<file path="src/rtl/note_sched.sv">
// Note scheduler: queues {lane, duration} requests and plays them one at a time,
// advancing each note on tick strobes and pulsing note_done when it completes.
module note_sched #(
  parameter int FIFO_DEPTH = 4
) (
  input  logic       clk,
  input  logic       reset,
  input  logic       tick_en,
  input  logic       in_valid,
  input  logic [1:0] in_lane,
  input  logic [7:0] in_dur,
  output logic       in_ready,
  input  logic       abort,
  output logic [3:0] lane_active,
  output logic [7:0] note_count,
  output logic       note_done,
  output logic [1:0] done_lane,
  output logic       busy
);

  localparam int AW = (FIFO_DEPTH > 1) ? $clog2(FIFO_DEPTH) : 1;

  typedef enum logic [1:0] {IDLE, RUN, DONE} state_t;

  state_t          state_q, state_d;
  logic [AW-1:0]   wr_ptr_q, wr_ptr_d;
  logic [AW-1:0]   rd_ptr_q, rd_ptr_d;
  logic [AW:0]     count_q, count_d;
  logic [1:0]      cur_lane_q, cur_lane_d;
  logic [7:0]      cur_dur_q, cur_dur_d;
  logic [7:0]      note_count_q, note_count_d;
  logic [9:0]      mem [FIFO_DEPTH];

  logic            empty, full, push, pop;
  logic [7:0]      last;

  assign empty    = (count_q == '0);
  assign full     = (count_q == (AW+1)'(FIFO_DEPTH));
  assign in_ready = !full && !abort;
  assign push     = in_valid && in_ready;
  assign pop      = (state_q == IDLE) && !empty && !abort;

  // Duration 0 stands for 256 ticks, so the terminal count saturates at 255.
  assign last = (cur_dur_q == 8'd0) ? 8'd255 : cur_dur_q - 8'd1;

  always_comb begin
    state_d      = state_q;
    wr_ptr_d     = wr_ptr_q;
    rd_ptr_d     = rd_ptr_q;
    count_d      = count_q;
    cur_lane_d   = cur_lane_q;
    cur_dur_d    = cur_dur_q;
    note_count_d = note_count_q;

    if (abort) begin
      wr_ptr_d     = '0;
      rd_ptr_d     = '0;
      count_d      = '0;
      state_d      = IDLE;
      note_count_d = 8'd0;
    end else begin
      if (push) wr_ptr_d = wr_ptr_q + AW'(1);
      count_d = count_q + (AW+1)'(push) - (AW+1)'(pop);
      unique case (state_q)
        IDLE: begin
          if (pop) begin
            rd_ptr_d     = rd_ptr_q + AW'(1);
            cur_lane_d   = mem[rd_ptr_q][9:8];
            cur_dur_d    = mem[rd_ptr_q][7:0];
            note_count_d = 8'd0;
            state_d      = RUN;
          end
        end
        RUN: begin
          if (tick_en) begin
            if (note_count_q == last) begin
              note_count_d = 8'd0;
              state_d      = DONE;
            end else begin
              note_count_d = note_count_q + 8'd1;
            end
          end
        end
        DONE:    state_d = IDLE;
        default: state_d = IDLE;
      endcase
    end
  end

  always_ff @(posedge clk or posedge reset) begin
    if (reset) begin
      state_q      <= IDLE;
      wr_ptr_q     <= '0;
      rd_ptr_q     <= '0;
      count_q      <= '0;
      cur_lane_q   <= 2'd0;
      cur_dur_q    <= 8'd0;
      note_count_q <= 8'd0;
    end else begin
      state_q      <= state_d;
      wr_ptr_q     <= wr_ptr_d;
      rd_ptr_q     <= rd_ptr_d;
      count_q      <= count_d;
      cur_lane_q   <= cur_lane_d;
      cur_dur_q    <= cur_dur_d;
      note_count_q <= note_count_d;
    end
  end

  // Storage needs no reset: occupancy is tracked by the pointers and count.
  always_ff @(posedge clk) begin
    if (push) mem[wr_ptr_q] <= {in_lane, in_dur};
  end

  assign lane_active = (state_q == RUN) ? (4'b0001 << cur_lane_q) : 4'b0000;
  assign note_count  = note_count_q;
  assign note_done   = (state_q == DONE);
  assign done_lane   = note_done ? cur_lane_q : 2'd0;
  assign busy        = (state_q != IDLE) || !empty;

endmodule

</file>
<file path="config.mk">
export PLATFORM = sky130hd
export DESIGN_NAME = note_sched
export DESIGN_NICKNAME = d
export VERILOG_FILES = /design/src/rtl/note_sched.sv
export SDC_FILE = /design/constraint.sdc
export NUM_CORES = 1
export LEC_CHECK = 0
export ABC_AREA = 1
export CAP_MARGIN = 20
export CORE_MARGIN = 2
export CORE_UTILIZATION = 55
export DETAILED_ROUTE_END_ITERATION = 8
export PLACE_DENSITY = 0.77
export SLEW_MARGIN = 20
export SYNTH_ARGS = -nofsm -noshare
export SYNTH_HDL_FRONTEND = slang
export SYNTH_SLANG_ARGS = --single-unit
</file>
<file path="constraint.sdc">
create_clock -name clk -period 4.48 [get_ports clk]
set_input_delay 1.12 -clock clk [delete_from_list [all_inputs] [get_ports clk]]
set_output_delay 1.12 -clock clk [all_outputs]
set_load 0.01 [all_outputs]
</file>
### Yosys cells after proc, flatten, opt, wreduce, memory -nomap -nowiden

Memory sizes are Yosys's and may differ from the RTL's. A register that Yosys moved wholly into a read port is not among the register bits.
Cells that the tools add are included.

* add/sub/neg operators: 6
* equality and inequality tests: 7
* shift-type cells: 1
* mux-type cells: 21
* bitwise operators: 1
* reductions and logical operators: 20

Operator list (count)
* two-way mux 8 bit: 5
* two-way mux 2 bit: 10
* one-hot mux 8 bit (2 select lines): 1
* inequality test 3 bit, second input constant: 3
* AND reduction 3 bit: 3
* adder 8 x 1 -> 8 bit, second input constant: 1
* equality test 8 bit: 1
* logical NOT 8 bit: 1
* nonzero test 2 bit: 4
* subtractor 8 x 1 -> 8 bit, second input constant: 1
* adder 2 x 1 -> 2 bit, second input constant: 2
* logical AND 1 bit: 4
* two-way mux 4 bit: 1
* one-hot mux 2 bit (2 select lines): 1
* << shifter 1 x 2 -> 4 bit, first input constant: 1
* adder 3 x 1 -> 3 bit: 1
* equality test 3 bit, second input constant: 1
* logical NOT 1 bit: 3
* logical NOT 3 bit: 1
* two-way mux 3 bit: 1
* nonzero test 3 bit: 1
* subtractor 3 x 1 -> 3 bit: 1
* equality test 2 x 1 -> 1 bit, second input constant: 1
* equality test 2 bit, second input constant: 1
* other kinds (5): 6

* register bits after elaboration: 17
* memory bits (writable): 40
* output and inout bits: 17
* logic and storage cells: 62
* memories: 1

Memory list
* mem: depth 4, bits a word 10, rd ports 1, clocked after memory_dff 1, write ports 1, RTL line 32 `logic [9:0] mem [FIFO_DEPTH];`

### Logic depth before layout (Yosys ltp)

Gate-level depths: netlist (run 1).

* word-level depth: 7
* depth in mapped cells: 15
* depth with buffers taken out: 15

### Least setup slack after synthesis (run 1)

Ideal clock, no wire load.

* kind: input port to flip-flop
* start point: input port abort
* end point: register count_q[2]
* library setup time: 0.123 ns
* arrival: 2.945 ns
* required time: 4.357 ns
* slack: 1.411 ns
* stages on the path: 9
* cell sequence: bufbuf_16 > a21oi_1 > nand2_1 > ha_1 > inv_1 > ha_1 > fa_1 > o21ai_0 > a21oi_1

* cells in the longest elaborated chain, start to end: 6

RTL lines
* start: declaration: RTL line 13 `input logic abort,`
* logical NOT 1 bit: RTL line 39 `assign in_ready = !full && !abort;`
* logical AND 1 bit: RTL line 39
* via in_ready: RTL line 12 `output logic in_ready,`
* logical AND 1 bit: RTL line 40 `assign push = in_valid && in_ready;`
* adder 3 x 1 -> 3 bit: RTL line 63 `count_d = count_q + (AW+1)'(push) - (AW+1)'(pop);`
* subtractor 3 x 1 -> 3 bit: RTL line 63
* two-way mux 3 bit: RTL line 55 `if (abort) begin`
* via count_d[2]: RTL line 28 `logic [AW:0] count_q, count_d;`
* end signal: assignment: RTL line 103 `count_q <= count_d;`
* end: declaration: RTL line 28

The timed path passes the listed nets, and every way through them passes these cells.
A chain may end at the register's enable or synchronous reset.

### Final worst setup path (run 1)

* start point: input port abort
* end point: output port in_ready

* cells in the longest elaborated chain, start to end: 2

RTL lines (RTL line)
* logical NOT 1 bit: 39
* logical AND 1 bit: 39
* end: declaration: 12

Every way passes these cells.

==> metrics.csv, run 1 <==
metric,value,unit
status,completed,
Crit path depth,3,
# H-tree levels,3,
Fin Clk Skew,0.007689,ns
combinational power share,0.368,
Syn Nets,371,
Remaining DRCs,0,
Post-CTS Setup Bufs,0,
GRT Residual Overflow,0,
most frequent cells in the layout,"nand2_1 (65), nor2_1 (44), edfxtp_1 (40)",
Placeable Area,0.005851,mm2
Yosys cell types,27,
PwrDens,539.3,mW/mm2
DR pass1 iterations,4,
largest area contributor in the netlist,edfxtp_1,
IO Pins,32,
die footprint,0.006611,mm2
sw frac,0.3980,
Synth top area share,0.3654,
Clock Power Share,0.218,
Final Hold Fails,0,
VDD IR max,0.0003753,V
family with the most delay on the worst path,buffers and inverters,
clock-pin slew on the worst setup and hold paths,0.07,ns
Initial Util,0.5618,
Max clock buf depth,2,
DR vias,2445,
Routability Congestion,0.8080,
largest net degree at the start of global routing,28,
fin worst setup slack,0.8293,ns
Final Setup Violations,0,
"commonest non-fill, non-tap cell in the layout",nand2_1,
pre-CTS WS,0.8287,ns
WHS Path Cells,2,
leak pwr,0.001556,uW
Routed Antenna Nets,0,
"Cell Chain, Critical Path","clkdlybuf4s50_1, a21oi_1, clkdlybuf4s50_1",
Maximum Capacitance Violations,0,
DR vias/cell,5.292,
first-pass GRT wire length,10360,um
r2r setup slk,2.26,ns
hold_buf cts,0,
cell area after technology mapping,0.003287,mm2
Crit. Startpoint,abort,
share of layout cells above drive strength 1,0.09819,
Final nets,407,
number of gates resized after cts,0,
Sw Pwr,819.9,uW
num rows,28,
antenna violations before repair,0,
Worst path slowest cell,clkdlybuf4s50_1,
"slowest stage delay, CP",0.58,ns
Int Power,1240,uW
Die Wd,81.31,um
Crit path required time,3.36,ns
vias in the first global route,2243,
ys flop type,edfxtp_1,
fin crit share,0.8149,
#FFs+latches synth,67,
Avg WL per Cell,13.79,um
Buffers & Inverters on Critical Path,2,
Tot GR Track Use,0.2132,
CTS root buffer,clkbuf_8,
Synthesis Warnings,0,
RSZ-0062 raised after global routing,false,
CP Launch Type,input pin,
"Top cell by count, worst path",clkdlybuf4s50_1,
RR Startpoint,count_q[1],
Synth-to-Final Area Change,16.22,%
clk_lat worst skew,0.34,ns
clock sink total,67,
hold wc startpoint,wr_ptr_q[1],
post-route setup TNS,0,ns
critical path capture point type,output pin,
CTS buffer count,9,
TritonCTS clock tree,done,
WP data arrival,2.53,ns
die height,81.31,um
drt initial violations,121,
Final min period,3.651,ns
FMAX,0.2739,GHz
Worst Hold Class,reg2reg,
ANT cells,0,
Seq pwr share,0.414,
post-detail-place hpwl,4436,um
critical path type,in2out,
CP Max Fanout,8,
port buffer count,31,
"Slew Viols, Final",0,
WL final,6371,um
Worst Max-Slew Pin Slew,0.9427,ns
"top cells by area, synth","edfxtp_1 (37%), dfrtp_1 (21%), nand2_1 (7.4%)",
reg2reg path depth,12,
"EDFF count, synth",40,
post-synthesis async set-or-reset flop share,0.4030,
syn avg cell area,9.500,um2
register area share after synthesis,0.5710,
relative slew slack,0.3692,
synthesized instance count,346,
-- sequential cells by signal, summed over array words and instances, names as in the netlist --
name	count
cur_lane_q	2
note_count	8
state_q	2
cur_dur_q	8
wr_ptr_q	2
rd_ptr_q	2
mem	40
count_q	3
-- metal layers --
layer / vias to the layer above / track usage / share of wire
li1: 1231 / - / -
met1: 1151 / 0.2649 / 0.42
met2: 58 / 0.3648 / 0.52
met3: 5 / 0.05111 / 0.044
met4: 0 / 0.07119 / 0.012
met5: - / 0 / 0
-- layout make-up --
class | count | area, um2
clock buffers | 9 | 123.9
flip-flops and latches | 67 | 1877
clock inverters | 7 | 52.55
multi-input cells | 227 | 1174
fillers | 461 | 2031
repair buffers | 34 | 332.8
well taps | 75 | 93.84
inverters | 43 | 166.4
-- path summary, 6_finish.rpt --
path	to
setup / recovery	in_ready
hold / removal	wr_ptr_q[1]
setup reg to reg	count_q[2]
hold reg to reg	wr_ptr_q[1]
max in group asynchronous	cur_dur_q[0]
min in group asynchronous	note_count[2]
-- worst register-to-register path: cells and delay by family (launching register included) --
kind            cells  cell delay, ns
fa+ha+maj           3            0.86
simple gates        4            0.41
flops               1            0.39
buf+inv             3            0.23
compound gates      2            0.23
-- cells by family (layout without fill, tap and decap cells) --
family | Yosys count | in the layout | synth area share
adder cells (fa/ha/maj) | 10 | 10 | 0.04035
buffers and inverters | 52 | 93 | 0.07195
flip-flops | 67 | 67 | 0.5710
AO/OA/AOI/OAI | 58 | 58 | 0.09631
XOR/XNOR | 4 | 4 | 0.01066
AND/OR/NAND/NOR | 155 | 155 | 0.2097
-- Yosys cell counts, types with 2 or more instances --
master,count
nand2_1,65
nor2_1,44
edfxtp_1,40
inv_1,38
o21ai_0,38
dfrtp_1,27
nand3_1,18
o22ai_1,10
a21oi_1,9
ha_1,9
nand4_1,9
clkbuf_1,7
nor3_1,7
inv_2,4
nor2_2,4
nand3_2,3
xor2_1,3
nand2_2,2
-- power by group through the flow --
stage / combinational (uW) / sequential (uW) / clock (uW)
4_1_cts: 762 / 855 / 453
3_5_place_dp: 758 / 866 / 0
2_1_floorplan: 591 / 822 / 0
6_report: 758 / 853 / 449
5_1_grt: 884 / 869 / 490
3_3_place_gp: 737 / 860 / 0
-- per-stage QoR --
| step | hold slack (ns) | utilization | area, um2 | power, uW | cells |
|---|---|---|---|---|---|
| floorplan | 0.5158 | - | 3287 | 1413 | 346 |
| global placement | 0.5514 | 0.6228 | 3643 | 1596 | 446 |
| detailed placement | 0.5607 | 0.6228 | 3643 | 1625 | 446 |
| CTS | 0.5771 | 0.6529 | 3820 | 2070 | 462 |
| global route | 0.6076 | 0.6529 | 3820 | 2243 | 462 |
| finish | 0.5731 | 0.6529 | 3820 | 2060 | 462 |
Power figures use the tool's default switching activity.
==> inputs of run 2 (changes only) <==
==> constraint.sdc (replaced) <==
create_clock -name clk -period 3.6 [get_ports clk]
set_input_delay 0.9 -clock clk [delete_from_list [all_inputs] [get_ports clk]]
set_output_delay 0.9 -clock clk [all_outputs]
set_load 0.01 [all_outputs]
==> metrics.csv, run 2 (synthesized netlist as in run 1, its figures left out) <==
metric,value,unit
ANT cells,0,
fin crit share,0.8468,
Finished Cell Area,0.003881,mm2
WHS,0.5786,ns
largest register by flop count,mem,
r2r setup slk,1.43,ns
Initial Util,0.5618,
DR vias,2451,
Final Util,0.6634,
post-route setup TNS,0,ns
Post-DP Area,0.003681,mm2
post-detail-place hpwl,4441,um
r2r endpoint,count_q[2],
GRT Residual Overflow,0,
CP Max Fanout,3,
status,completed,
Die Wd,81.31,um
CTS buffer count,9,
"slowest stage delay, CP",0.58,ns
Worst path slowest cell,clkdlybuf4s50_1,
share of layout cells above drive strength 1,0.1046,
Synth-to-Final Area Change,18.08,%
Max clock buf depth,2,
Placeable Area,0.005851,mm2
RR Startpoint,count_q[1],
largest net degree at the start of global routing,28,
relative slew slack,0.6233,
Largest register FFs,40,
port buffer count,31,
Fin Clk Skew,0.01543,ns
WL final,6447,um
DR vias/cell,5.248,
PwrDens,685.0,mW/mm2
Post-CTS Setup Bufs,0,
first-pass GRT wire length,10520,um
Hold EP,wr_ptr_q[0],
Remaining DRCs,0,
WP data arrival,2.15,ns
number of gates resized after cts,0,
DR pass1 iterations,5,
Final nets,412,
critical path type,in2out,
Final Setup Violations,0,
Routability Congestion,0.7806,
IO Pins,32,
die footprint,0.006611,mm2
Routed Antenna Nets,0,
clock-pin slew on the worst setup and hold paths,0.08,ns
drt initial violations,135,
vias in the first global route,2274,
VDD IR max,0.0004010,V
critical path capture point type,output pin,
FMAX,0.3281,GHz
CTS root buffer,clkbuf_8,
"commonest non-fill, non-tap cell in the layout",nand2_1,
WHS Path Cells,1,
fin worst setup slack,0.5517,ns
Maximum Capacitance Violations,0,
leak pwr,0.001591,uW
clk_lat worst skew,0.35,ns
Avg WL per Cell,13.81,um
TritonCTS clock tree,done,
"Slew Viols, Final",0,
hold_buf cts,0,
# H-tree levels,3,
pre-CTS WS,0.5568,ns
Worst Hold Class,reg2reg,
hold wc startpoint,wr_ptr_q[0],
die height,81.31,um
Tot GR Track Use,0.2152,
antenna violations before repair,0,
"Top cell by count, worst path",clkdlybuf4s50_1,
Final Hold Fails,0,
CP Launch Type,input pin,
reg2reg path depth,12,
clock sink total,67,
fill count,457,
num rows,28,
"Cell Chain, Critical Path","clkdlybuf4s50_1, a21oi_1, clkdlybuf4s50_1",
most frequent cells in the layout,"nand2_1 (65), nor2_1 (44), edfxtp_1 (40)",
Worst Max-Slew Pin Slew,0.5645,ns
Final min period,3.048,ns
Crit path required time,2.70,ns
RSZ-0062 raised after global routing,false,
run 2: cell types whose count changed in the layout (fill, tap and decap cells not counted):
cell,delta
buf_4,+5
bufinv_16,+1
clkbuf_1,+1
inv_2,-1
clkinv_4,-1
inv_1,+1
clkinv_2,-2
inv_6,+1
run 2: cell type report:
cell class	count	area (um2)	share of cell area
Tap cell	75	93.84	0.02418
Clock inverter	6	72.57	0.01870
Sequential cell	67	1877	0.4836
Inverter	43	166.4	0.04288
Multi-Input combinational cell	227	1174	0.3024
Clock buffer	10	127.6	0.03288
Timing Repair Buffer	39	370.4	0.09542
run 2: critical path: cells and delay by family:
kind / cells / cell delay, ns
buf+inv: 2 / 1.02
compound gates: 1 / 0.23
run 2: per-stage QoR:
step | total power (uW) | cells
floorplan | 1759 | 346
global placement | 1996 | 451
detailed placement | 2034 | 451
CTS | 2671 | 467
global route | 2874 | 467
finish | 2659 | 467
run 2: per-layer routing:
layer	share of wire	up-vias	wire length (um)	GRT usage
li1	-	1244	-	-
met1	0.44	1156	2817	0.2579
met2	0.52	43	3361	0.3746
met3	0.028	8	178	0.03778
met4	0.014	0	90	0.1017
met5	0	-	0	0
run 2: worst max path at each step:
stage / startpoint / end / slack [ns] / cells past startpoint
2_1_floorplan: abort / count_q[2] / 0.75 / 9
6_report: abort / in_ready / 0.55 / 3
5_1_grt: abort / in_ready / 0.52 / 3
4_1_cts: abort / in_ready / 0.57 / 3
3_5_place_dp: abort / count_q[2] / 0.56 / 9
3_3_place_gp: abort / in_ready / 0.60 / 3
run 2: power breakdown:
part / total (uW) / internal, uW / switching, uW
clock: 639 / 327 / 312
sequential: 1030 / 938 / 92.6
combinational: 990 / 362 / 628
total: 2660 / 1630 / 1030
